==> src/rtl/kadai4_arb_pkg.sv <==
// Shared types and constants for the two-source kadai4 arbiter.
package kadai4_arb_pkg;

  typedef enum logic [1:0] {
    IDLE  = 2'd0,
    RUN   = 2'd1,
    DRAIN = 2'd2,
    STOP  = 2'd3
  } arb_state_e;

  localparam int NSRC          = 2;
  localparam int TAG_DEPTH_DEF = 4;

  function automatic logic [NSRC-1:0] src_onehot(input logic src);
    src_onehot = src ? 2'b10 : 2'b01;
  endfunction

endpackage

==> src/rtl/kadai4_tag_fifo.sv <==
// 1-bit tag FIFO recording which source issued each in-flight operand pair.
module kadai4_tag_fifo #(
  parameter int DEPTH = 4
) (
  input  logic clk,
  input  logic rst,
  input  logic push,
  input  logic push_tag,
  input  logic pop,
  output logic pop_tag,
  output logic full,
  output logic empty
);

  localparam int              AW       = $clog2(DEPTH);
  localparam logic [AW:0]     FULL_CNT = (AW+1)'(DEPTH);

  logic [DEPTH-1:0] mem;
  logic [AW-1:0]    wr_ptr;
  logic [AW-1:0]    rd_ptr;
  logic [AW:0]      count;
  logic             do_push;
  logic             do_pop;

  assign full    = (count == FULL_CNT);
  assign empty   = (count == '0);
  assign do_push = push & ~full;
  assign do_pop  = pop & ~empty;
  assign pop_tag = mem[rd_ptr];

  // Pointers wrap naturally because DEPTH is a power of two.
  always_ff @(posedge clk or posedge rst) begin
    if (rst) begin
      mem    <= '0;
      wr_ptr <= '0;
      rd_ptr <= '0;
      count  <= '0;
    end else begin
      if (do_push) begin
        mem[wr_ptr] <= push_tag;
        wr_ptr      <= wr_ptr + 1'b1;
      end
      if (do_pop) begin
        rd_ptr <= rd_ptr + 1'b1;
      end
      case ({do_push, do_pop})
        2'b10:   count <= count + 1'b1;
        2'b01:   count <= count - 1'b1;
        default: count <= count;
      endcase
    end
  end

endmodule

==> src/rtl/kadai4_arbiter.sv <==
// Round-robin sharing of one kadai4 multiply unit between two operand sources,
// with per-pair source tags so each returned X goes back to its issuer.
module kadai4_arbiter
  import kadai4_arb_pkg::*;
#(
  parameter int DW        = 8,
  parameter int XW        = 16,
  parameter int TAG_DEPTH = TAG_DEPTH_DEF
) (
  input  logic                 CLK,
  input  logic                 RST,
  input  logic                 EN,
  input  logic [NSRC-1:0]      SRC_REQ,
  input  logic [NSRC*DW-1:0]   SRC_A,
  input  logic [NSRC*DW-1:0]   SRC_B,
  output logic [NSRC-1:0]      SRC_ACK,
  output logic [DW-1:0]        U_A,
  output logic [DW-1:0]        U_B,
  output logic                 U_ACK,
  input  logic                 U_REQ_AB,
  output logic                 U_START,
  output logic                 U_HALT,
  input  logic [XW-1:0]        U_X,
  input  logic                 U_X_VALID,
  output logic [XW-1:0]        DST_X,
  output logic [NSRC-1:0]      DST_VALID,
  output logic                 BUSY,
  output logic                 ERR,
  output arb_state_e           dbg_state
);

  // Handshakes: SRC_REQ[i] is valid for source i's pair; SRC_ACK[i] is a one-cycle
  // pop strobe. U_REQ_AB means the unit wants operands; U_ACK is a one-cycle strobe
  // delivering U_A/U_B, never on back-to-back cycles. U_X_VALID/DST_VALID are strobes.
  arb_state_e state;
  arb_state_e state_nx;
  logic       last_grant;
  logic       grant;
  logic       issue;
  logic       pop;
  logic       head_tag;
  logic       fifo_full;
  logic       fifo_empty;

  always_ff @(posedge CLK or posedge RST) begin
    if (RST) state <= IDLE;
    else     state <= state_nx;
  end

  always_comb begin
    state_nx = state;
    case (state)
      IDLE:    if (EN) state_nx = RUN;
      RUN:     if (!EN) state_nx = DRAIN;
      DRAIN:   if (fifo_empty) state_nx = STOP;
      STOP:    state_nx = IDLE;
      default: state_nx = IDLE;
    endcase
  end

  always_comb begin
    U_START   = (state == RUN) || (state == DRAIN);
    U_HALT    = (state == STOP);
    BUSY      = (state != IDLE);
    dbg_state = state;
  end

  // A lone requester wins outright; with both requesting, the one not served last wins.
  always_comb begin
    grant = ~last_grant;
    if (SRC_REQ == 2'b01)      grant = 1'b0;
    else if (SRC_REQ == 2'b10) grant = 1'b1;
  end

  assign issue = (state == RUN) & U_REQ_AB & ~U_ACK & (|SRC_REQ) & ~fifo_full;
  assign pop   = U_X_VALID & ~fifo_empty;

  always_ff @(posedge CLK or posedge RST) begin
    if (RST) begin
      U_ACK      <= 1'b0;
      SRC_ACK    <= '0;
      U_A        <= '0;
      U_B        <= '0;
      last_grant <= 1'b1;
      DST_X      <= '0;
      DST_VALID  <= '0;
      ERR        <= 1'b0;
    end else begin
      U_ACK   <= issue;
      SRC_ACK <= issue ? src_onehot(grant) : '0;
      if (issue) begin
        U_A        <= SRC_A[DW*int'(grant) +: DW];
        U_B        <= SRC_B[DW*int'(grant) +: DW];
        last_grant <= grant;
      end
      DST_VALID <= pop ? src_onehot(head_tag) : '0;
      if (pop) DST_X <= U_X;
      if (U_X_VALID && fifo_empty) ERR <= 1'b1;
    end
  end

  kadai4_tag_fifo #(
    .DEPTH (TAG_DEPTH)
  ) u_tag_fifo (
    .clk      (CLK),
    .rst      (RST),
    .push     (issue),
    .push_tag (grant),
    .pop      (pop),
    .pop_tag  (head_tag),
    .full     (fifo_full),
    .empty    (fifo_empty)
  );

endmodule
==> config.mk <==
export PLATFORM = sky130hd
export DESIGN_NAME = kadai4_arbiter
export DESIGN_NICKNAME = d
export VERILOG_FILES = /design/src/rtl/kadai4_arb_pkg.sv /design/src/rtl/kadai4_tag_fifo.sv /design/src/rtl/kadai4_arbiter.sv
export SDC_FILE = /design/constraint.sdc
export NUM_CORES = 1
export LEC_CHECK = 0
export ABC_AREA = 1
export BUFFER_PORTS_ARGS = -buffer_cell sky130_fd_sc_hd__buf_2
export CAP_MARGIN = 0
export CORE_UTILIZATION = 49
export CTS_CLUSTER_DIAMETER = 60
export DETAILED_ROUTE_END_ITERATION = 10
export PLACE_DENSITY = 0.81
export SYNTH_ARGS = -nofsm -noshare
export SYNTH_HDL_FRONTEND = slang
export SYNTH_SLANG_ARGS = --single-unit
==> constraint.sdc <==
create_clock -name CLK -period 3.2 [get_ports CLK]
set_clock_uncertainty 0.05 [all_clocks]
set_input_delay 0 -clock CLK [delete_from_list [all_inputs] [get_ports CLK]]
set_output_delay 0 -clock CLK [all_outputs]
set_load 0.01 [all_outputs]
# After elaboration in Yosys (flattened, before gate mapping)
# Index checks and enable logic that the tools add are counted.
dict set report classes {
  n_eq_ne 11
  n_addsub 4
  mux 16
  magnitude_cmp 3
  n_shift 2
  n_reduce_logical 9
  n_bitwise 11
}
# cell n
set ops {}
lappend ops {{$shiftx 16x5->8} 2}
lappend ops {{$mux 2} 7}
lappend ops {{$eq 2x2->1 const B} 4}
lappend ops {{$pmux 2 s4} 1}
lappend ops {{$and 1x1->1} 7}
lappend ops {{$eq 2x1->1 const B} 3}
lappend ops {{$lt 2x3->1 const B} 2}
lappend ops {{$ne 2x2->1 const B} 3}
lappend ops {{$pmux 3 s2} 1}
lappend ops {{$add 2x1->2 const B} 2}
lappend ops {{$bwmux 4} 1}
lappend ops {{$mux 1} 4}
lappend ops {{$not 1->1} 4}
lappend ops {{$reduce_bool 2->1} 2}
lappend ops {{$add 3x1->3 const B} 1}
lappend ops {{$eq 3x3->1 const B} 1}
lappend ops {{$logic_not 3->1} 1}
lappend ops {{$reduce_and 3->1} 1}
lappend ops {{$sub 3x1->3 const B} 1}
lappend ops {{$bmux 1 s2} 1}
lappend ops {{$demux 1 s2} 1}
lappend ops {{$ge 2x1->1 const B} 1}
lappend ops {{$logic_and 1x1->1} 2}
lappend ops {{$logic_not 2->1} 1}
lappend ops {{2 further kinds} 2}
dict set report totals {
  ff_bits 52
  out_inout_bits 43
  in_bits 55
  elab_cells 69
}

# Longest topological paths before layout
dict set report depth {
  ltp_word 8
  mapped_depth 12
  depth_no_buf 11
}

# Hierarchy
# Synthesis repeated with hierarchy kept, for this count alone.
dict set report hier_totals {
  cells_unflattened 320
  area_unflattened_um2 2572.5
}
# module seq_area_each_um2 n_inst area_each_um2 cells_per_inst
set by_module_without_submodules {}
lappend by_module_without_submodules {kadai4_arbiter 1027.2 1 1900.6 236}
lappend by_module_without_submodules {kadai4_tag_fifo 275.3 1 671.9 84}

# Worst setup path after synthesis
# Ideal clock, no wire load.
dict set report synth_timing {
  path_kind {reg2reg}
  start {register state[1] (netlist: dbg_state[1])}
  end {register u_tag_fifo.count[2]}
  path_slack_ns 0.892
  n_path_buf 1
  path_stages_with_launch 13
  setup_ns 0.079
  t_required_ns 3.071
  arrival_ns 2.179
  synth_period_minus_slack_ns 2.308
  cell_sequence {dfrtp_1 -> inv_1 -> ha_1 -> nand3_1 -> nor2_4 -> nand2_4 -> buf_6 -> ha_1 -> inv_1 -> fa_1 -> or2_2 -> nand2_1 -> xor2_1}
}
dict set report synth_via {
  elab_chain_cells 8
  elab_cells_between_ends 10
  cone_classes {eq/ne: 3; mux: 1; bitwise: 5; reduce/logical: 1}
}
# item line_no
set synth_rtl {}
lappend synth_rtl {{from (decl)} kadai4_arbiter.sv:35} ;# arb_state_e state;
lappend synth_rtl {{from (signal assigned)} kadai4_arbiter.sv:47} ;# else state <= state_nx;
lappend synth_rtl {{$eq 2x1->1 (*)} kadai4_arbiter.sv:75} ;# assign issue = (state == RUN) & U_REQ_AB & ~U_ACK & (|SRC_REQ) & ~fifo_full;
lappend synth_rtl {{$and 1x1->1 (*) (4 in series)} kadai4_arbiter.sv:75}
lappend synth_rtl {{$and 1x1->1 (*)} kadai4_tag_fifo.sv:27} ;# assign do_push = push & ~full;
lappend synth_rtl {{$eq 2x1->1 or $eq 2x2->1 (tied branches)} kadai4_tag_fifo.sv:46} ;# case ({do_push, do_pop})
lappend synth_rtl {{$pmux 3 s2 or $reduce_bool 2->1 (tied branches)} --}
lappend synth_rtl {{to (signal assigned)} kadai4_tag_fifo.sv:47} ;# 2'b10: count <= count + 1'b1;
lappend synth_rtl {{to (signal assigned)} kadai4_tag_fifo.sv:48} ;# 2'b01: count <= count - 1'b1;
lappend synth_rtl {{to (signal assigned)} kadai4_tag_fifo.sv:49} ;# default: count <= count;
lappend synth_rtl {{to (decl)} kadai4_tag_fifo.sv:21} ;# logic [AW:0] count;
# Mark *: on every way between the ends. The rest lies on a longest branch, timed or not.
# A chain may end at the register's enable or synchronous reset.

# Final worst setup path
# Same ends and word-level chain as after synthesis.

==> flow_summary.yaml <==
clock_network:
  ctsResizeCount: 0
  clkTransAtPathRegs_ns: 0.09
  root_buffer: "clkbuf_8"
  cts_tree: "yes"
  cts_num_sinks: 52
  htreeDepth: 2
  clk_latency_ns: 0.30
  cts_buffers: 5
  cts_setup_buffers: 0
  clock_path_buffers: 2
sta:
  fmax_ghz: 0.392
  finalHoldViolCount: 0
  worst_pin_slew_ns: 1.04
  rsz0062_at_grt: "no"
  min_period_ns: 2.55
  period_share: 0.797
  final-setup-viol-count: 0
  tns_ns: 0
  finalHoldWorstSlack_ns: 0.0336
  maxSlewViolCount: 0
  relSlewSlack: 0.303
power:
  clkPwrFrac: 0.175
  power_frac_comb: 0.445
  p_sw_uw: 1110
  switching_share: 0.386
  power.internal_uw: 1770
  total_power_uw: 2880
  ir_drop_v: 0.000364
  cellPowerDensity_mw_per_mm2: 779
  leakagePower_uw: 0.00209
  p_seq_frac: 0.380
global_routing:
  grt_pass1_wl_mm: 9.80
  antenna_found_initial: 0
  globalRouteMet1Util: 0.265
  grt_pass1_vias: 2379
  grt_max_degree: 53
  met2_usage: 0.440
  busiest_layer: "met2"
  use_met3: 0.0528
  grt.overflow.total: 0
  grt_usage: 0.231
finish:
  drive_gt1_frac: 0.273
  antennaDiodeCount: 0
  final_nets: 520
  utilization: 0.727
  final_cells: 524
  area_growth_pct: 43.2
synthesis:
  ys_seq_elements: 52
  synthTopCellsByArea: "dfrtp_1 50%, nand2_1 23%, ha_1 4.9%"
  syn-instance-count: 310
  synth_warnings: 0
  synth_fp_nets: 376
  seq_area_frac_synth: 0.506
  avgSynthCellArea_um2: 8.31
  synth_area_mm2: 0.00258
  yosysUniqueCellTypes: 30
  synth_largest_area_cell: "dfrtp_1"
  yosys.area.top_type_share: 0.495
floorplanning:
  io_pins: 98
  fp.dieH_um: 74.5
  initial_utilization: 0.508
  die_area_mm2: 0.00555
  rows: 26
  coreArea_mm2: 0.00507
  fp.dieW_um: 74.5
route:
  ant_nets: 0
  drtIter0Drc: 111
  wl_per_cell_um: 11.4
  num_vias: 2438
  via_per_inst: 4.65
  wl_mm: 5.95
  drc: 0
  first_pass_iters: 4
critical_path:
  crit_fanout: 23
  crit_arrival_ns: 2.72
  cp-end-kind: "flop"
  cp_data_required_time_ns: 3.37
  path_class: "flop to flop"
  start_kind: "flop"
worst_hold_path:
  hold_class: "input port to flop"
placement:
  hpwl_mm: 3.68
  gp_routability_congestion: 0.824
  dp_cells: 467
  io_buffers: 97
status:
  status: "completed"
flow_run:
  maxCapViolCount: 0
-- final cells by class --
class                      instances  area, µm²
inverter                          22       87.6
clock buffer                       5       68.8
timing repair buffer             147        986
sequential                        52       1300
tap                               70       87.6
clock inverter                     2       60.1
fill                             367       1390
multi-input combinational        226       1100
-- cells by family after synthesis --
logic type	share of synthesized area
adder cells (fa/ha/maj)	0.0563
AO/OA/AOI/OAI	0.0214
flip-flops	0.506
buffers and inverters	0.0685
AND/OR/NAND/NOR	0.338
XOR/XNOR	0.0102
-- routing by layer --
layer  vias to the layer above  share of wire
met5                         -              0
li1                       1237              -
met2                        99           0.50
met1                      1096           0.43
met4                         0         0.0064
met3                         6          0.062
-- synth_stat cells, drive strengths merged --
cell and number:
a21oi 3, buf 10, dfrtp 51, dfstp 1, fa 1, ha 10
inv 22, nand2 161, nand3 25, nand4 4, nor2 10, o211ai 1
o21ai 5, o21bai 1, or2 2, xnor2 1, xor2 2
-- power groups by stage --
stage	combinational, µW	clock (µW)	sequential [µW]
after global routing	1450	544	1120
after detailed placement	1180	0	1090
after floorplan	739	0	1170
after global placement	1130	0	1090
after CTS	1280	518	1090
final	1280	504	1090
-- stage by stage --
stage	setup slack, ns	area, µm²
after floorplan	0.892	2580
after global placement	0.824	3060
after detailed placement	0.704	3060
after CTS	0.666	3690
after global routing	0.510	3690
final	0.649	3690
-- timing repair --
| action | 4_1_cts | 5_1_grt |
|---|---|---|
| hold endpoints to repair | 84 | 0 |
| setup endpoints to repair | 0 | 0 |
| hold buffers | 50 | 0 |
-- cell usage in the layout (no fill, tap or decap), drive strengths merged --
master         n
nand2        161
buf           97
dfrtp         51
dlygate4sd3   50
nand3         25
inv           22
ha            10
nor2          10
clkbuf         5
o21ai          5
nand4          4
a21oi          3
or2            2
xor2           2
bufinv         2
o21bai         1
xnor2          1
o211ai         1
fa             1
dfstp          1
-- critical path, stage by stage, from the launching register on --
cell and delay, ns:
dfrtp_1 0.43, inv_1 0.10, ha_1 0.22, nand3_1 0.14
nor2_4 0.08, nand2_4 0.24, ha_1 0.20, inv_1 0.07
fa_1 0.38, or2_2 0.31, nand2_1 0.09, xor2_1 0.17
-- registers in the layout, indices dropped and copies added (netlist names), 2 cells and up --
register and cells:
u_tag_fifo.wr_ptr 2, dbg_state 2, U_B 8, u_tag_fifo.rd_ptr 2
u_tag_fifo.count 3, SRC_ACK 2, U_A 8, u_tag_fifo.mem 4
DST_VALID 2, DST_X 16
-- final timing paths --
kind                               from                   to  cells past startpoint  slack (ns)
max                        dbg_state[1]  u_tag_fifo.count[2]                     11        0.65
min                                  EN         dbg_state[0]                      4        0.03
max reg2reg                dbg_state[1]  u_tag_fifo.count[2]                     11        0.65
min reg2reg                      U_A[1]               U_A[1]                      2        0.43
max in group asynchronous           RST             DST_X[2]                      3        2.00
min in group asynchronous           RST         dbg_state[1]                      3        0.44
(Power assumes the default switching activity.)
